<file path="src/rtl/cam_capture_pkg.sv">
// ============================================================================
// Module  : cam_capture_pkg
// Brief   : Shared FSM state type, RGB332 packing helper and default frame size
// Revision: 1.0 - initial release
// ============================================================================
`default_nettype none

package cam_capture_pkg;

    localparam int H_PIX_DEFAULT   = 160;
    localparam int V_LINES_DEFAULT = 120;

    typedef enum logic [1:0] {
        ST_IDLE    = 2'd0,
        ST_WAIT_VS = 2'd1,
        ST_CAPTURE = 2'd2
    } cap_state_t;

    // Operands are the bits that survive the 565 -> 332 reduction only.
    function automatic logic [7:0] rgb332(input logic [2:0] red,
                                          input logic [2:0] green,
                                          input logic [1:0] blue);
        return {red, green, blue};
    endfunction

endpackage

`default_nettype wire

</file>
<file path="src/rtl/cam_sync_reg.sv">
// ============================================================================
// Module  : cam_sync_reg
// Brief   : Parametrised-width register on a selectable pclk edge, async reset
// Revision: 1.0 - initial release
// ============================================================================
`default_nettype none

module cam_sync_reg #(
    parameter int WIDTH    = 1,
    parameter bit NEG_EDGE = 1'b1
) (
    input  logic             clk,
    input  logic             async_reset,
    input  logic [WIDTH-1:0] din,
    output logic [WIDTH-1:0] dout
);

    generate
        if (NEG_EDGE) begin : g_neg_edge
            always_ff @(negedge clk or posedge async_reset) begin
                if (async_reset) begin
                    dout <= '0;
                end else begin
                    dout <= din;
                end
            end
        end else begin : g_pos_edge
            always_ff @(posedge clk or posedge async_reset) begin
                if (async_reset) begin
                    dout <= '0;
                end else begin
                    dout <= din;
                end
            end
        end
    endgenerate

endmodule

`default_nettype wire

</file>
<file path="src/rtl/cam_pixel_capture.sv">
// ============================================================================
// Module  : cam_pixel_capture
// Brief   : OV7670 RGB565 byte-pair capture into RGB332 frame buffer writes.
//           Optional framing-error flag enabled by macro CAM_CAPTURE_ERR_EN.
// Revision: 1.0 - initial release
// ============================================================================
`default_nettype none

module cam_pixel_capture
    import cam_capture_pkg::*;
#(
    parameter bit NEG_EDGE = 1'b1,
    parameter int H_PIX    = H_PIX_DEFAULT,
    parameter int V_LINES  = V_LINES_DEFAULT,
    parameter int AW       = 15
) (
    input  logic          pclk,
    input  logic          async_reset,
    input  logic          en,
    input  logic          vsync,
    input  logic          href,
    input  logic [7:0]    d,
    output logic [7:0]    px_data,
    output logic [AW-1:0] px_addr,
    output logic          px_we,
    output logic          busy,
    output logic          frame_done,
    output logic          err
);

    // Column saturates one past H_PIX so over-long lines stay distinguishable.
    localparam int CW = $clog2(H_PIX + 2);
    localparam int LW = $clog2(V_LINES + 1);
    localparam logic [CW-1:0] c_H_PIX   = CW'(H_PIX);
    localparam logic [CW-1:0] c_COL_MAX = CW'(H_PIX + 1);
    localparam logic [LW-1:0] c_V_LINES = LW'(V_LINES);

    typedef struct packed {
        logic          vs_d;
        logic          href_d;
        logic          phase;
        logic [5:0]    hi6;
        logic [CW-1:0] col;
        logic [LW-1:0] line;
        logic [AW-1:0] next_addr;
        logic [7:0]    px_data;
        logic [AW-1:0] px_addr;
        logic          px_we;
        logic          frame_done;
`ifdef CAM_CAPTURE_ERR_EN
        logic          err;
`endif
    } dp_t;

    logic       r_vs;
    logic       r_href;
    logic [7:0] r_d;
    logic [1:0] r_state_bits;
    cap_state_t r_state;
    cap_state_t w_state_nxt;
    dp_t        r_dp;
    dp_t        w_dp_nxt;
    logic       w_vs_fall;
    logic       w_vs_rise;
    logic       w_href_fall;
    logic       w_start;
    logic       w_in_window;

    cam_sync_reg #(.WIDTH(10), .NEG_EDGE(NEG_EDGE)) u_in_reg (
        .clk         (pclk),
        .async_reset (async_reset),
        .din         ({vsync, href, d}),
        .dout        ({r_vs, r_href, r_d})
    );

    // State register
    cam_sync_reg #(.WIDTH(2), .NEG_EDGE(NEG_EDGE)) u_state_reg (
        .clk         (pclk),
        .async_reset (async_reset),
        .din         (w_state_nxt),
        .dout        (r_state_bits)
    );
    assign r_state = cap_state_t'(r_state_bits);

    cam_sync_reg #(.WIDTH($bits(dp_t)), .NEG_EDGE(NEG_EDGE)) u_dp_reg (
        .clk         (pclk),
        .async_reset (async_reset),
        .din         (w_dp_nxt),
        .dout        (r_dp)
    );

    assign w_vs_fall   = r_dp.vs_d & ~r_vs;
    assign w_vs_rise   = ~r_dp.vs_d & r_vs;
    assign w_href_fall = r_dp.href_d & ~r_href;
    assign w_in_window = (r_dp.col < c_H_PIX) && (r_dp.line < c_V_LINES);

    // Next-state logic; a disarm during capture waits for the frame end.
    always_comb begin
        w_state_nxt = r_state;
        case (r_state)
            ST_IDLE:    if (en) w_state_nxt = ST_WAIT_VS;
            ST_WAIT_VS: begin
                if (!en) begin
                    w_state_nxt = ST_IDLE;
                end else if (w_vs_fall) begin
                    w_state_nxt = ST_CAPTURE;
                end
            end
            ST_CAPTURE: if (w_vs_rise) w_state_nxt = en ? ST_WAIT_VS : ST_IDLE;
            default:    w_state_nxt = ST_IDLE;
        endcase
    end

    // FSM outputs
    always_comb begin
        busy    = (r_state != ST_IDLE);
        w_start = (r_state == ST_WAIT_VS) && (w_state_nxt == ST_CAPTURE);
    end

    always_comb begin
        w_dp_nxt            = r_dp;
        w_dp_nxt.vs_d       = r_vs;
        w_dp_nxt.href_d     = r_href;
        w_dp_nxt.px_we      = 1'b0;
        w_dp_nxt.frame_done = 1'b0;
        if (w_start) begin
            w_dp_nxt.phase     = 1'b0;
            w_dp_nxt.col       = '0;
            w_dp_nxt.line      = '0;
            w_dp_nxt.next_addr = '0;
            w_dp_nxt.px_addr   = '0;
`ifdef CAM_CAPTURE_ERR_EN
            w_dp_nxt.err       = 1'b0;
`endif
        end else if (r_state == ST_CAPTURE) begin
            if (w_vs_rise) begin
                w_dp_nxt.frame_done = 1'b1;
            end
            // Bytes seen during vertical blanking are discarded.
            if (r_href && !r_vs) begin
                if (!r_dp.phase) begin
                    w_dp_nxt.hi6   = {r_d[7:5], r_d[2:0]};
                    w_dp_nxt.phase = 1'b1;
                end else begin
                    w_dp_nxt.phase = 1'b0;
                    if (r_dp.col != c_COL_MAX) begin
                        w_dp_nxt.col = r_dp.col + CW'(1);
                    end
                    if (w_in_window) begin
                        w_dp_nxt.px_we     = 1'b1;
                        w_dp_nxt.px_data   = rgb332(r_dp.hi6[5:3], r_dp.hi6[2:0], r_d[4:3]);
                        w_dp_nxt.px_addr   = r_dp.next_addr;
                        w_dp_nxt.next_addr = r_dp.next_addr + AW'(1);
                    end
                end
            end else if (w_href_fall) begin
`ifdef CAM_CAPTURE_ERR_EN
                if (r_dp.phase || ((r_dp.col != c_H_PIX) && (r_dp.line < c_V_LINES))) begin
                    w_dp_nxt.err = 1'b1;
                end
`endif
                w_dp_nxt.phase = 1'b0;
                if (r_dp.col != '0) begin
                    w_dp_nxt.col = '0;
                    if (r_dp.line != c_V_LINES) begin
                        w_dp_nxt.line = r_dp.line + LW'(1);
                    end
                end
            end
        end
    end

    assign px_data    = r_dp.px_data;
    assign px_addr    = r_dp.px_addr;
    assign px_we      = r_dp.px_we;
    assign frame_done = r_dp.frame_done;
`ifdef CAM_CAPTURE_ERR_EN
    assign err        = r_dp.err;
`else
    assign err        = 1'b0;
`endif

endmodule

`default_nettype wire
</file>
<file path="config.mk">
export PLATFORM = sky130hd
export DESIGN_NAME = cam_pixel_capture
export DESIGN_NICKNAME = d
export VERILOG_FILES = /design/src/rtl/cam_capture_pkg.sv /design/src/rtl/cam_sync_reg.sv /design/src/rtl/cam_pixel_capture.sv
export SDC_FILE = /design/constraint.sdc
export NUM_CORES = 1
export LEC_CHECK = 0
export ABC_CLOCK_PERIOD_IN_PS = 2900
export CORE_UTILIZATION = 40
export CTS_CLUSTER_DIAMETER = 50
export CTS_CLUSTER_SIZE = 16
export DETAILED_ROUTE_END_ITERATION = 16
export HOLD_SLACK_MARGIN = 0.12
export SLEW_MARGIN = 20
export SYNTH_ARGS = -nofsm -noshare
export SYNTH_HDL_FRONTEND = slang
export SYNTH_SLANG_ARGS = --single-unit
</file>
<file path="constraint.sdc">
create_clock -name pclk -period 2.9 [get_ports pclk]
set_input_delay 0.58 -clock pclk [delete_from_list [all_inputs] [get_ports pclk]]
set_output_delay 0.58 -clock pclk [all_outputs]
set_load 0.005 [all_outputs]
</file>
==> impl_metrics.yaml, run 1 <==
outcome:
  status: "complete, but fails checks"
  violations: "negative setup slack"
setup_path:
  reg2reg_slack_ns: 0.53
  cp-end-kind: "output port"
  slowest_stage: "dfrtn_1"
  reg2reg_depth: 6
  startpoint_type: "flop"
  r2r_start: "u_state_reg.dout[1]"
  critical_path_class: "flop to output port"
  crit_arrival_ns: 2.49
  crit_chain: "or2_4 > buf_6"
  cp_top_family: "flip-flops"
  crit_fanout: 2
  cp_num_buf_inv: 1
  crit_required_ns: 2.32
  crit_path_max_incr_delay_ns: 0.34
  r2r_end: "u_dp_reg.dout[27]"
detailed_routing:
  drtIter0Drc: 85
  drtAntennaViolNets: 0
  num_vias: 2614
  wire_per_inst_um: 13.7
  vias_per_cell: 5.25
  drc_errors: 0
  dr.pass1.iters: 4
  drt-total-wl_um: 6830
logic_synthesis:
  syn_inst: 361
  synth.top_cell.area_share: 0.537
  syn_avg_cell_area_um2: 9.82
  synth_ff_type: "dfrtn_1"
  ys_top_cells_by_area: "dfrtn_1 54%, nand2_1 8.3%, buf_4 5.1%"
  synth_area_um2: 3540
  synth_seq_area_share: 0.537
  ys_types: 45
  ys_warn_count: 0
  yosys.area.top_type: "dfrtn_1"
  synthArstFlopShare: 1.00
  synth-edff-count: 0
  synth_nets: 380
  ys_ff_latch: 76
clocking:
  insertion_delay_ns: 0.33
  ctsHtreeMaxLevel: 3
  cts_tree: "yes"
  clkTransAtPathRegs_ns: 0.05
  clk_path_buf_depth: 2
  cts_hold_buf: 0
  cts_inserted_buffers: 9
  cts.sinks: 76
  root_buffer: "clkbuf_8"
placed_design:
  hpwl_um: 4560
  pre_cts_ws_ns: -0.477
  dpl-instance-area_um2: 3950
  gp_congestion: 0.797
  port-buffer-count: 38
global_routing:
  grt-ovfl-total: 0
  grt_util_met2: 0.279
  met1_usage: 0.204
  met3_usage: 0.0474
  antenna_found_initial: 0
  grt_usage: 0.165
  grt_first_pass_wirelength_um: 11600
  grt_pass1_vias: 2499
  grt.busiest_layer: "met2"
  grt_max_degree: 36
floorplanning:
  num_rows: 33
  die_w_um: 96.1
  start_util: 0.423
  core-area_um2: 8380
  ios: 40
  die_h_um: 96.1
  die-area_um2: 9240
finish:
  antenna_cells: 0
  final_cell_area_um2: 4100
  fillers: 798
  final_common_cell: "nand2_1"
  multiInputGateArea_um2: 1360
  mostFrequentLayoutCells: "78 x nand2_1, 76 x dfrtn_1, 29 x nand3_1"
  drive_gt1_frac: 0.198
  final_nets: 407
  areaGrowthSynthToFinish_pct: 15.6
  seq_area_um2: 1900
power:
  p_int_mw: 1.87
  clockPowerShare: 0.289
  power.total_mw: 2.62
  combinationalPowerShare: 0.172
  power.density_nw_per_um2: 640
  irDropWorstVdd_uv: 317
  p_leak_nw: 1.99
  p_seq_frac: 0.539
  power_switching_mw: 0.748
  p_sw_frac: 0.285
timing:
  rsz0062_at_grt: "true"
  worst_pin_slew_ns: 0.766
  setup_viol: 1
  max_slew_margin: 0.483
  final-hold-violation-count: 0
  fin_ws_ns: -0.166
  drv_slew: 0
  fin_setup_tns_ns: -0.166
  clock_skew_ns: 0.00489
job:
  max_cap_viol_count: 0
hold_path:
  hold_depth: 2
  min_from: "u_in_reg.dout[3]"
  hold_path_class: "flop to flop"
  hold_end: "u_dp_reg.dout[17]"
worst reg2reg max path, stage by stage, from the launching register on:
cell and delay, ns:
dfrtn_1 0.41, buf_4 0.14, and4bb_2 0.42, nand4_1 0.42
inv_2 0.55, nand2_1 0.13, mux2i_1 0.13
power groups by stage:
stage          clock network (mW)  registers, mW  logic, mW
3_5_place_dp                    0           1.44      0.473
5_1_grt                     0.823           1.44      0.514
6_report                    0.757           1.41      0.450
2_1_floorplan                   0           1.38      0.372
4_1_cts                     0.782           1.41      0.447
3_3_place_gp                    0           1.43      0.460
area by class of cell:
cell class,instances,area share
inverters,8,0.00825
repair buffers,60,0.118
multi-input cells,233,0.332
clock inverters,3,0.00458
flip-flops and latches,76,0.464
clock buffers,13,0.0412
well taps,105,0.0321
how the worst max path moves through the flow:
stage	startpoint	depth (start not counted)	slack, ns	end
2_1_floorplan	en	5	-0.001	u_dp_reg.dout[50]
3_5_place_dp	en	4	-0.48	u_dp_reg.dout[51]
5_1_grt	u_state_reg.dout[1]	2	-0.20	busy
3_3_place_gp	en	4	-0.44	u_dp_reg.dout[49]
6_report	u_state_reg.dout[1]	2	-0.17	busy
4_1_cts	u_state_reg.dout[0]	2	-0.18	busy
cells by family after synthesis:
family | after synthesis | share of synthesized area
buffers and inverters | 52 | 0.0830
and+or+nand+nor | 159 | 0.220
other | 1 | 0.00106
muxes | 11 | 0.0332
DFF | 76 | 0.537
xor gates and xnor gates | 3 | 0.00741
AOI/OAI and AO/OA | 53 | 0.0981
adders and majority gates | 6 | 0.0212
repair_timing:
| item | in CTS | in global routing |
|---|---|---|
| gates resized for setup | 108 | 0 |
| buffers inserted | 7 | 3 |
| setup endpoints to repair | 33 | 22 |
| pin swaps | 2 | 1 |
state kept, by name (all words and copies together), names as in the netlist:
name,cells
u_dp_reg.dout,64
u_in_reg.dout,10
u_state_reg.dout,2
routing by layer:
| layer | wire length (um) | vias up |
|---|---|---|
| met5 | 0 | - |
| met4 | 53 | 0 |
| met3 | 244 | 4 |
| met2 | 3370 | 48 |
| met1 | 3160 | 1292 |
| li1 | - | 1270 |
synthesized netlist by cell type, types with 3 or more instances:
| library cell | number |
|---|---|
| nand3_1 | 29 |
| and4_1 | 3 |
| dfrtn_1 | 76 |
| a21oi_1 | 14 |
| o21a_1 | 3 |
| nand2_1 | 78 |
| xor2_1 | 3 |
| mux2_2 | 6 |
| or4_1 | 7 |
| o211ai_1 | 8 |
| or3_1 | 5 |
| and2_1 | 4 |
| buf_4 | 24 |
| and3_1 | 4 |
| nor2_1 | 8 |
| nand4_1 | 5 |
| a31oi_1 | 5 |
| o31ai_1 | 3 |
| ha_1 | 6 |
| inv_1 | 7 |
| clkbuf_1 | 16 |
| mux2i_1 | 5 |
| nand2b_1 | 4 |
| o21ai_0 | 10 |
metrics by stage:
stage	util	instances	hold slack, ns
final	0.489	498	0.387
after global routing	0.489	498	0.419
after global placement	0.471	472	0.381
after CTS	0.486	495	0.389
after floorplan	-	361	0.361
after detailed placement	0.471	472	0.392
Note: power is estimated with default switching activity, not from simulation.
==> run 2, diff against run 1 <==
- SKIP_CTS_REPAIR_TIMING: not set -> 1
==> impl_metrics.yaml, run 2 (synthesis results as in run 1) <==
outcome:
  status: "complete, but fails checks"
  violations: "negative setup slack"
detailed_routing:
  num_vias: 2592
  drc_errors: 0
  drt-total-wl_um: 6730
  wire_per_inst_um: 13.6
  drtIter0Drc: 115
  drtAntennaViolNets: 0
  dr.pass1.iters: 5
  vias_per_cell: 5.24
floorplanning:
  num_rows: 33
  ios: 40
  die-area_um2: 9240
  start_util: 0.423
  die_w_um: 96.1
  core-area_um2: 8380
  die_h_um: 96.1
global_routing:
  grt_first_pass_wirelength_um: 11500
  grt-ovfl-total: 0
  antenna_found_initial: 0
  grt_max_degree: 36
  grt_usage: 0.163
  grt_pass1_vias: 2467
setup_path:
  crit_chain: "or2_4 > clkbuf_2"
  crit_fanout: 2
  slowest_stage: "dfrtn_1"
  crit_arrival_ns: 2.47
  startpoint_type: "flop"
  critical_path_class: "flop to output port"
  cp_top_family: "flip-flops"
  crit_path_max_incr_delay_ns: 0.34
  reg2reg_depth: 6
  cp_num_buf_inv: 1
  crit_required_ns: 2.32
  crit_cells: 2
  cp-end-kind: "output port"
hold_path:
  hold_path_class: "flop to flop"
  hold_depth: 2
clocking:
  ctsHtreeMaxLevel: 3
  cts_inserted_buffers: 9
  clkTransAtPathRegs_ns: 0.05
  root_buffer: "clkbuf_8"
  cts_tree: "yes"
  insertion_delay_ns: 0.32
  clk_path_buf_depth: 2
  cts.sinks: 76
finish:
  largest_register_ffs: 64
  multiInputGateArea_um2: 1360
  mostFrequentLayoutCells: "78 x nand2_1, 76 x dfrtn_1, 29 x nand3_1"
  reg_top3: "u_dp_reg.dout: 64 flops, u_in_reg.dout: 10 flops, u_state_reg.dout: 2 flops"
  fillers: 799
  antenna_cells: 0
  final_cell_area_um2: 4070
  final_nets: 404
  final_cells: 495
  regMostFlops: "u_dp_reg.dout"
  final_common_cell: "nand2_1"
  finish.utilization: 0.486
  areaGrowthSynthToFinish_pct: 14.9
  seq_area_um2: 1900
  drive_gt1_frac: 0.192
placed_design:
  dpl-instance-area_um2: 3950
  hpwl_um: 4560
  pre_cts_ws_ns: -0.477
  gp_congestion: 0.797
  place_inst: 472
  port-buffer-count: 38
timing:
  max_slew_margin: 0.481
  drv_slew: 0
  fin_ws_ns: -0.153
  setup_viol: 1
  final-hold-violation-count: 0
  worst_pin_slew_ns: 0.767
  clock_skew_ns: 0.00437
  rsz0062_at_grt: "true"
power:
  power.total_mw: 2.61
  p_sw_frac: 0.285
  irDropWorstVdd_uv: 316
  power.density_nw_per_um2: 640
  p_seq_frac: 0.543
  p_leak_nw: 1.97
  combinationalPowerShare: 0.167
  power_switching_mw: 0.743
  clockPowerShare: 0.290
  p_int_mw: 1.86
job:
  max_cap_viol_count: 0
run 2: tightest hold or removal path, delay by kind of cell, from the launching register on:
kind	cells	cell delay (ns)
DFF	1	0.38
and+or+nand+nor	2	0.09
run 2: routing by layer:
metal  global-route usage  up-vias  routed length, um
met2                0.270       41               3300
met3               0.0474        4                217
met4               0.0498        0                 53
met5                    0        -                  0
met1                0.205     1278               3160
li1                     -     1269                  -
run 2: per-stage QoR:
step           hold WS [ns]  TNS (ns)
3_3_place_gp          0.381    -12.95
5_1_grt               0.419    -0.569
6_report              0.387    -0.153
4_1_cts               0.389    -10.67
3_5_place_dp          0.392    -13.95
2_1_floorplan         0.361  -0.00102
run 2: path summary, 6_finish.rpt:
check                               startpoint                 to  slack [ns]
setup / recovery           u_state_reg.dout[0]               busy       -0.15
hold / removal                u_in_reg.dout[3]  u_dp_reg.dout[17]        0.39
setup reg to reg           u_state_reg.dout[1]  u_dp_reg.dout[38]        0.55
hold reg to reg               u_in_reg.dout[3]  u_dp_reg.dout[17]        0.39
max in group asynchronous          async_reset   u_in_reg.dout[5]        0.61
min in group asynchronous          async_reset  u_dp_reg.dout[12]        1.87
run 2: layout make-up:
cell class,instances,area share
inverter,8,0.00830
multi-input combinational,233,0.334
clock inverter,3,0.00461
sequential,76,0.467
tap,105,0.0323
timing repair buffer,57,0.112
clock buffer,13,0.0415
run 2: power by group through the flow:
| stage | combinational, mW | sequential, mW | clock [mW] |
|---|---|---|---|
| after floorplan | 0.372 | 1.38 | 0 |
| after global placement | 0.460 | 1.43 | 0 |
| after detailed placement | 0.473 | 1.44 | 0 |
| after CTS | 0.476 | 1.42 | 0.782 |
| after global routing | 0.500 | 1.44 | 0.824 |
| final | 0.435 | 1.42 | 0.755 |
